===== config.mk =====
export PLATFORM = sky130hd
export DESIGN_NAME = uart_receiver
export DESIGN_NICKNAME = d
export VERILOG_FILES = /design/src/rtl/uart_receiver.sv
export SDC_FILE = /design/constraint.sdc
export NUM_CORES = 1
export LEC_CHECK = 0
export BUFFER_PORTS_ARGS = -buffer_cell sky130_fd_sc_hd__buf_2
export CAP_MARGIN = 5
export CORE_MARGIN = 1.5
export CORE_UTILIZATION = 54
export CTS_CLUSTER_DIAMETER = 80
export DETAILED_ROUTE_END_ITERATION = 6
export PLACE_DENSITY = 0.87
export SYNTH_ARGS = -nofsm -noshare
export SYNTH_HDL_FRONTEND = slang
export SYNTH_SLANG_ARGS = --single-unit
export TNS_END_PERCENT = 20

===== constraint.sdc =====
create_clock -name clock_i -period 1.8 [get_ports clock_i]
set_clock_uncertainty 0.1 [all_clocks]
set_input_delay 0.36 -clock clock_i [delete_from_list [all_inputs] [get_ports clock_i]]
set_output_delay 0.36 -clock clock_i [all_outputs]
set_load 0.02 [all_outputs]

===== src/rtl/uart_receiver.sv =====
// 8N1 UART receiver: two-flop synchroniser, mid-bit sampling FSM and a
// valid/acknowledge output holding the last good byte.
module uart_receiver #(
    parameter int INPUT_FEATURES = 8,
    parameter int CLKS_PER_BIT   = 10,
    localparam int CW            = $clog2(INPUT_FEATURES + 1)
) (
    input  logic          clock_i,
    input  logic          reset_i,
    input  logic          uart_receive_i,
    input  logic          data_ack_i,
    output logic [7:0]    data_o,
    output logic [CW-1:0] counter_o,
    output logic          data_valid_o,
    output logic          frame_error_o,
    output logic          overrun_o,
    output logic          busy_o,
    output logic [1:0]    state_o
);

    localparam int CNT_W = $clog2(CLKS_PER_BIT);
    localparam logic [CNT_W-1:0] HALF_LAST = CNT_W'(CLKS_PER_BIT / 2 - 1);
    localparam logic [CNT_W-1:0] BIT_LAST  = CNT_W'(CLKS_PER_BIT - 1);

    typedef enum logic [1:0] {
        IDLE  = 2'd0,
        START = 2'd1,
        DATA  = 2'd2,
        STOP  = 2'd3
    } state_t;

    state_t           state, state_next;
    logic             rx_meta, rx_s, rx_prev;
    logic [CNT_W-1:0] cycle_cnt;
    logic [2:0]       bit_cnt;
    logic [7:0]       shift_reg;
    logic             cnt_clear, bit_clear, bit_tick, stop_good, stop_bad;
    logic             fall;

    // Handshake: data_valid_o stays high until the edge where data_ack_i = 1;
    // a good byte landing on that same edge keeps it high with the new data.
    assign fall      = rx_prev & ~rx_s;
    assign busy_o    = (state != IDLE);
    assign state_o   = state;
    assign counter_o = data_o[CW-1:0];

    always_ff @(posedge clock_i or negedge reset_i) begin
        if (!reset_i) begin
            rx_meta <= 1'b1;
            rx_s    <= 1'b1;
            rx_prev <= 1'b1;
        end else begin
            rx_meta <= uart_receive_i;
            rx_s    <= rx_meta;
            rx_prev <= rx_s;
        end
    end

    always_ff @(posedge clock_i or negedge reset_i) begin
        if (!reset_i) state <= IDLE;
        else          state <= state_next;
    end

    always_comb begin
        state_next = state;
        cnt_clear  = 1'b0;
        bit_clear  = 1'b0;
        bit_tick   = 1'b0;
        stop_good  = 1'b0;
        stop_bad   = 1'b0;
        case (state)
            IDLE: begin
                cnt_clear = 1'b1;
                if (fall) state_next = START;
            end
            START: begin
                if (cycle_cnt == HALF_LAST) begin
                    cnt_clear  = 1'b1;
                    bit_clear  = 1'b1;
                    state_next = rx_s ? IDLE : DATA;
                end
            end
            DATA: begin
                if (cycle_cnt == BIT_LAST) begin
                    cnt_clear = 1'b1;
                    bit_tick  = 1'b1;
                    if (bit_cnt == 3'd7) state_next = STOP;
                end
            end
            STOP: begin
                if (cycle_cnt == BIT_LAST) begin
                    cnt_clear  = 1'b1;
                    stop_good  = rx_s;
                    stop_bad   = ~rx_s;
                    state_next = IDLE;
                end
            end
            default: state_next = IDLE;
        endcase
    end

    always_ff @(posedge clock_i or negedge reset_i) begin
        if (!reset_i) begin
            cycle_cnt <= '0;
            bit_cnt   <= '0;
            shift_reg <= '0;
        end else begin
            cycle_cnt <= cnt_clear ? '0 : cycle_cnt + 1'b1;
            if (bit_clear)     bit_cnt <= '0;
            else if (bit_tick) bit_cnt <= bit_cnt + 1'b1;
            if (bit_tick) shift_reg <= {rx_s, shift_reg[7:1]};
        end
    end

    always_ff @(posedge clock_i or negedge reset_i) begin
        if (!reset_i) begin
            data_o        <= '0;
            data_valid_o  <= 1'b0;
            frame_error_o <= 1'b0;
            overrun_o     <= 1'b0;
        end else begin
            frame_error_o <= stop_bad;
            if (stop_good) begin
                data_o       <= shift_reg;
                data_valid_o <= 1'b1;
                if (data_valid_o && !data_ack_i) overrun_o <= 1'b1;
            end else if (data_ack_i) begin
                data_valid_o <= 1'b0;
            end
        end
    end

endmodule


==> metrics.yaml, run 1 <==
status: "finished clean"
finalPower_mw: 1.70
cp.arrival_ps: 1290
finalNetCount: 131
place_inst: 138
drt-pass1-iter-count: 2
place_ws_ps: 12.2
grt_usage: 0.179
startpoint_type: "flop"
critical_path.max_fanout: 6
ys_seq_elements: 31
core_mm2: 0.00230
num_rows: 17
numPortBuffers: 21
clock_latency_ps: 320
synth_area_mm2: 0.00136
pin_count: 22
die_h_um: 53.1
cts_root_buffer: "clkbuf_4"
detail-route-antenna-nets: 0
cpPeakStageDelay_ps: 410
hold_end: "rx_meta"
max_freq_ghz: 0.571
p_per_area_mw_per_mm2: 1070
clkSinkCount: 31
synth_top_area_frac: 0.517
setup_slack_ps: 49.8
r2r-end: "shift_reg[3]"
crit_type: "flop to output port"
clockBufferDepth: 2
crit_chain: "buf_4 > or2_4 > buf_4"
period_share: 0.972
synth_area_leaders: "dfrtp_1 (52%), mux2_4 (8.9%), mux2_2 (6.6%), dfstp_2 (5.8%), ha_1 (4.6%)"
final_area_mm2: 0.00159
grt_antenna_before_repair: 0
hold_violations: 0
ir_drop_mv: 0.682
drc_errors: 0
hold_class: "input pin to flop"
layout_min_cycle_time_ps: 1750
gp_congestion: 0.757
final_common_cell: "dfrtp_1"
rrSetupSlack_ps: 60
power_leakage_nw: 0.844
diodes: 0
hpwl_mm: 1.36
crit_top_cell: "buf_4"
dieArea_mm2: 0.00282
yosys_warnings: 0
wl_per_cell_um: 14.4
final_cell_mix: "dfrtp_1 (26), buf_2 (20), mux2_4 (10), mux2_2 (6)"
endpoint_kind: "output port"
rr_startpoint: "cycle_cnt[1]"
setup_viol: 0
syn_to_final_growth_pct: 17.4
n_fill_cell: 162
max_slew_margin: 0.552
final_cells: 151
worst-path-buf-inv: 2
worst_pin_slew_ps: 672
place_area_mm2: 0.00147
ff2ff_path_depth: 6
synthCells: 93
ys_seq_area_frac: 0.575
cp_slowest_cell: "dfrtp_2"
synth_fp_nets: 102
grt_overflow: 0
avgSynthCellArea_um2: 14.6
die_w_um: 53.1
drt_iter0_markers: 13
synth.largest_area_cell: "dfrtp_1"
ys_types: 28
num_vias: 778
cts_htree_levels: 2
min_path_cells: 1
grt_pass1_wl_mm: 3.35
drive_gt1_frac: 0.480
wirelength_mm: 2.17
clkTransAtPathRegs_ps: 90
slew_viol_final: 0
min_from: "uart_receive_i"
grt_max_degree: 32
routed_via_density: 5.15
cts_tree: "yes"
start_util: 0.590
maxCapViolCount: 0
required_ps: 1340
cp_top_family: "flip-flops"
cts_buffers: 5
first_global_vias: 742
## timing repair
item,4_1_cts,5_1_grt
pin swaps,0,1
endpoints found under the hold margin,28,0
buffers inserted,1,3
gates resized for setup,4,6
hold buffers,1,0
endpoints found under the setup margin,9,20
## how the worst max path moves through the flow
stage	start	to	slack, ps	cells past startpoint
2_1_floorplan	cycle_cnt[1]	shift_reg[0]	150	5
3_3_place_gp	cycle_cnt[1]	shift_reg[6]	80	5
3_5_place_dp	cycle_cnt[1]	shift_reg[2]	10	5
4_1_cts	cycle_cnt[1]	shift_reg[2]	-20	5
5_1_grt	cycle_cnt[1]	shift_reg[3]	-20	6
6_report	state_o[0]	busy_o	50	3
## worst register-to-register path, delay by kind of cell (launching register included)
family / cells / cell delay, ps
fa+ha+maj: 1 / 130
buf+inv: 2 / 260
mux: 1 / 330
simple gates: 2 / 400
flops: 1 / 420
## cell type report
cell class / instances / area, um^2 / area share
well taps: 28 / 35.0 / 0.0220
multi-input cells: 52 / 532 / 0.334
inverters: 4 / 15.0 / 0.00943
repair buffers: 28 / 179 / 0.112
clock buffers: 7 / 45.0 / 0.0283
flip-flops and latches: 31 / 782 / 0.491
clock inverters: 1 / 5.00 / 0.00314
## layer usage
layer / global-route usage / wire length [um] / up-vias
met4: 0.103 / 49 / 0
met3: 0.0763 / 105 / 6
li1: - / - / 379
met2: 0.271 / 957 / 20
met1: 0.211 / 1060 / 373
met5: 0 / 0 / -
## cells in the mapped netlist (all sizes together)
library cell	count
and3	1
nand3	1
nand2b	2
nand4b	1
o31ai	1
a211o	1
inv	4
dfrtp	28
or2	1
dfstp	3
nor2	5
and4b	1
mux2i	2
o211ai	1
mux2	16
buf	6
xor2	2
o21a	1
ha	5
a21o	1
o2bb2ai	3
nor3b	3
a31o	1
xnor2	1
nand3b	2
## where the power goes
group	leakage [nW]	switching (mW)	total (mW)	internal [mW]
combinational	0.403	0.243	0.458	0.215
sequential	0.412	0.0941	0.870	0.776
clock	0.0293	0.221	0.373	0.152
total	0.844	0.558	1.70	1.14
## metrics by stage
step                 util  setup TNS, ps  hold slack (ps)
floorplan               -              0            -35.6
global placement    0.641              0              246
detailed placement  0.641              0              251
global route        0.693          -46.1             6.86
CTS                 0.674           -152             6.92
finish              0.693              0             31.3
## kinds of logic after synthesis
kind of cell               after synthesis  synth area share
AOI/OAI and AO/OA                        9            0.0544
xor gates and xnor gates                 3            0.0194
adders and majority gates                5            0.0461
buffers and inverters                   10            0.0498
DFF                                     31             0.575
muxes                                   18             0.170
and+or+nand+nor                         17            0.0858
No activity file was read; power rests on OpenSTA's default activity.
==> run 2: changes to the inputs <==
Settings changed: CORE_MARGIN 1.5 to 5.
==> metrics.yaml, run 2 (synthesized netlist as in run 1, its figures left out) <==
cts_tree: "yes"
drt_iter0_markers: 20
clockBufferDepth: 2
layout_min_cycle_time_ps: 1750
final-seq-area_um2: 779
grt_max_degree: 32
finalPower_mw: 1.85
clkSinkCount: 31
busiest_layer: "met2"
final_cells: 153
grt_pass1_wl_mm: 3.88
cts_buffers: 5
place_ws_ps: 58.4
p_per_area_mw_per_mm2: 1150
clock_power_share: 0.303
grtUsageMet2: 0.252
cts_htree_levels: 2
num_vias: 820
drive_gt1_frac: 0.480
critical_path.max_fanout: 6
setup_viol: 0
max_slew_margin: 0.555
diodes: 0
setup_slack_ps: 47.1
p_switching_uw: 554
slew_viol_final: 0
met1_usage: 0.170
gp_congestion: 0.715
n_fill_cell: 178
die_h_um: 60.1
core_mm2: 0.00243
worst_pin_slew_ps: 668
drt-pass1-iter-count: 4
hpwl_mm: 1.74
cts_root_buffer: "clkbuf_4"
p_int_mw: 1.29
finalNetCount: 131
seqPwrFrac: 0.468
clock_latency_ps: 330
place_inst: 142
multi_input_area_um2: 519
first_global_vias: 833
final_cell_mix: "dfrtp_1 (28), buf_2 (20), mux2_2 (8), mux2_4 (8)"
cp.arrival_ps: 1870
die_w_um: 60.1
ir_drop_mv: 1.12
cpPeakStageDelay_ps: 410
endpoint_kind: "flop"
startpoint_type: "flop"
num_rows: 18
status: "finished clean"
dieArea_mm2: 0.00361
routed_via_density: 5.36
wl_per_cell_um: 16.2
required_ps: 1920
wirelength_mm: 2.47
clkTransAtPathRegs_ps: 90
final_common_cell: "dfrtp_1"
grt_usage: 0.152
pin_count: 22
grt_antenna_before_repair: 0
start_util: 0.558
numPortBuffers: 21
power_leakage_nw: 0.859
maxCapViolCount: 0
max_freq_ghz: 0.570
gr-usage-met3: 0.0389
crit_chain: "inv_1 > ha_2 > and4b_1 > and3_4 > buf_6 > mux2_4"
hold_violations: 0
hold_class: "input pin to flop"
syn_to_final_growth_pct: 18.8
sw_frac_of_total: 0.300
period_share: 0.974
combPwrFrac: 0.229
crit_type: "flop to flop"
cp_slowest_cell: "dfrtp_1"
drc_errors: 0
whs_ps: 31.0
grt_overflow: 0
detail-route-antenna-nets: 0
[run 2: cell type report]
class,count,area share
flip-flops and latches,31,0.484
inverters,4,0.00932
clock inverters,2,0.0217
repair buffers,28,0.108
multi-input cells,52,0.322
clock buffers,6,0.0318
well taps,30,0.0233
[run 2: worst paths after layout]
check	startpoint	end	slack (ps)	cells after the start
min	uart_receive_i	rx_meta	30	1
min reg2reg	rx_meta	rx_s	250	0
min in group asynchronous	reset_i	data_o[7]	500	2
max reg2reg	cycle_cnt[1]	data_o[0]	50	6
max in group asynchronous	reset_i	cycle_cnt[3]	660	2
max	cycle_cnt[1]	data_o[0]	50	6
[run 2: repair_timing]
action | CTS | global route
endpoints found under the setup margin | 1 | 14
resized for setup | 2 | 5
endpoints found under the hold margin | 28 | 0
hold buffers | 1 | 0
buffers inserted | 1 | 1
[run 2: through the flow]
step	TNS [ps]	cell area, um^2	util
5_1_grt	-73.5	1610	0.663
2_1_floorplan	0	1360	-
3_3_place_gp	0	1480	0.607
3_5_place_dp	0	1480	0.607
6_report	0	1610	0.663
4_1_cts	0	1590	0.652
[run 2: worst max-delay path: cells and delay by family (launching register included)]
kind                       cells  cell delay (ps)
DFF                            1              410
buffers and inverters          2              220
muxes                          1              300
and+or+nand+nor                2              440
adders and majority gates      1              180
[run 2: power by group through the flow]
stage	clock, mW	sequential, mW	combinational, mW
after CTS	0.576	0.858	0.416
after floorplan	0	0.879	0.258
after detailed placement	0	0.880	0.373
after global placement	0	0.870	0.359
final	0.559	0.864	0.424
after global routing	0.598	0.880	0.475
[run 2: layer usage]
| metal | vias up | share of wire |
|---|---|---|
| li1 | 382 | - |
| met2 | 17 | 0.52 |
| met4 | 0 | 0.030 |
| met3 | 6 | 0.034 |
| met5 | - | 0 |
| met1 | 415 | 0.41 |
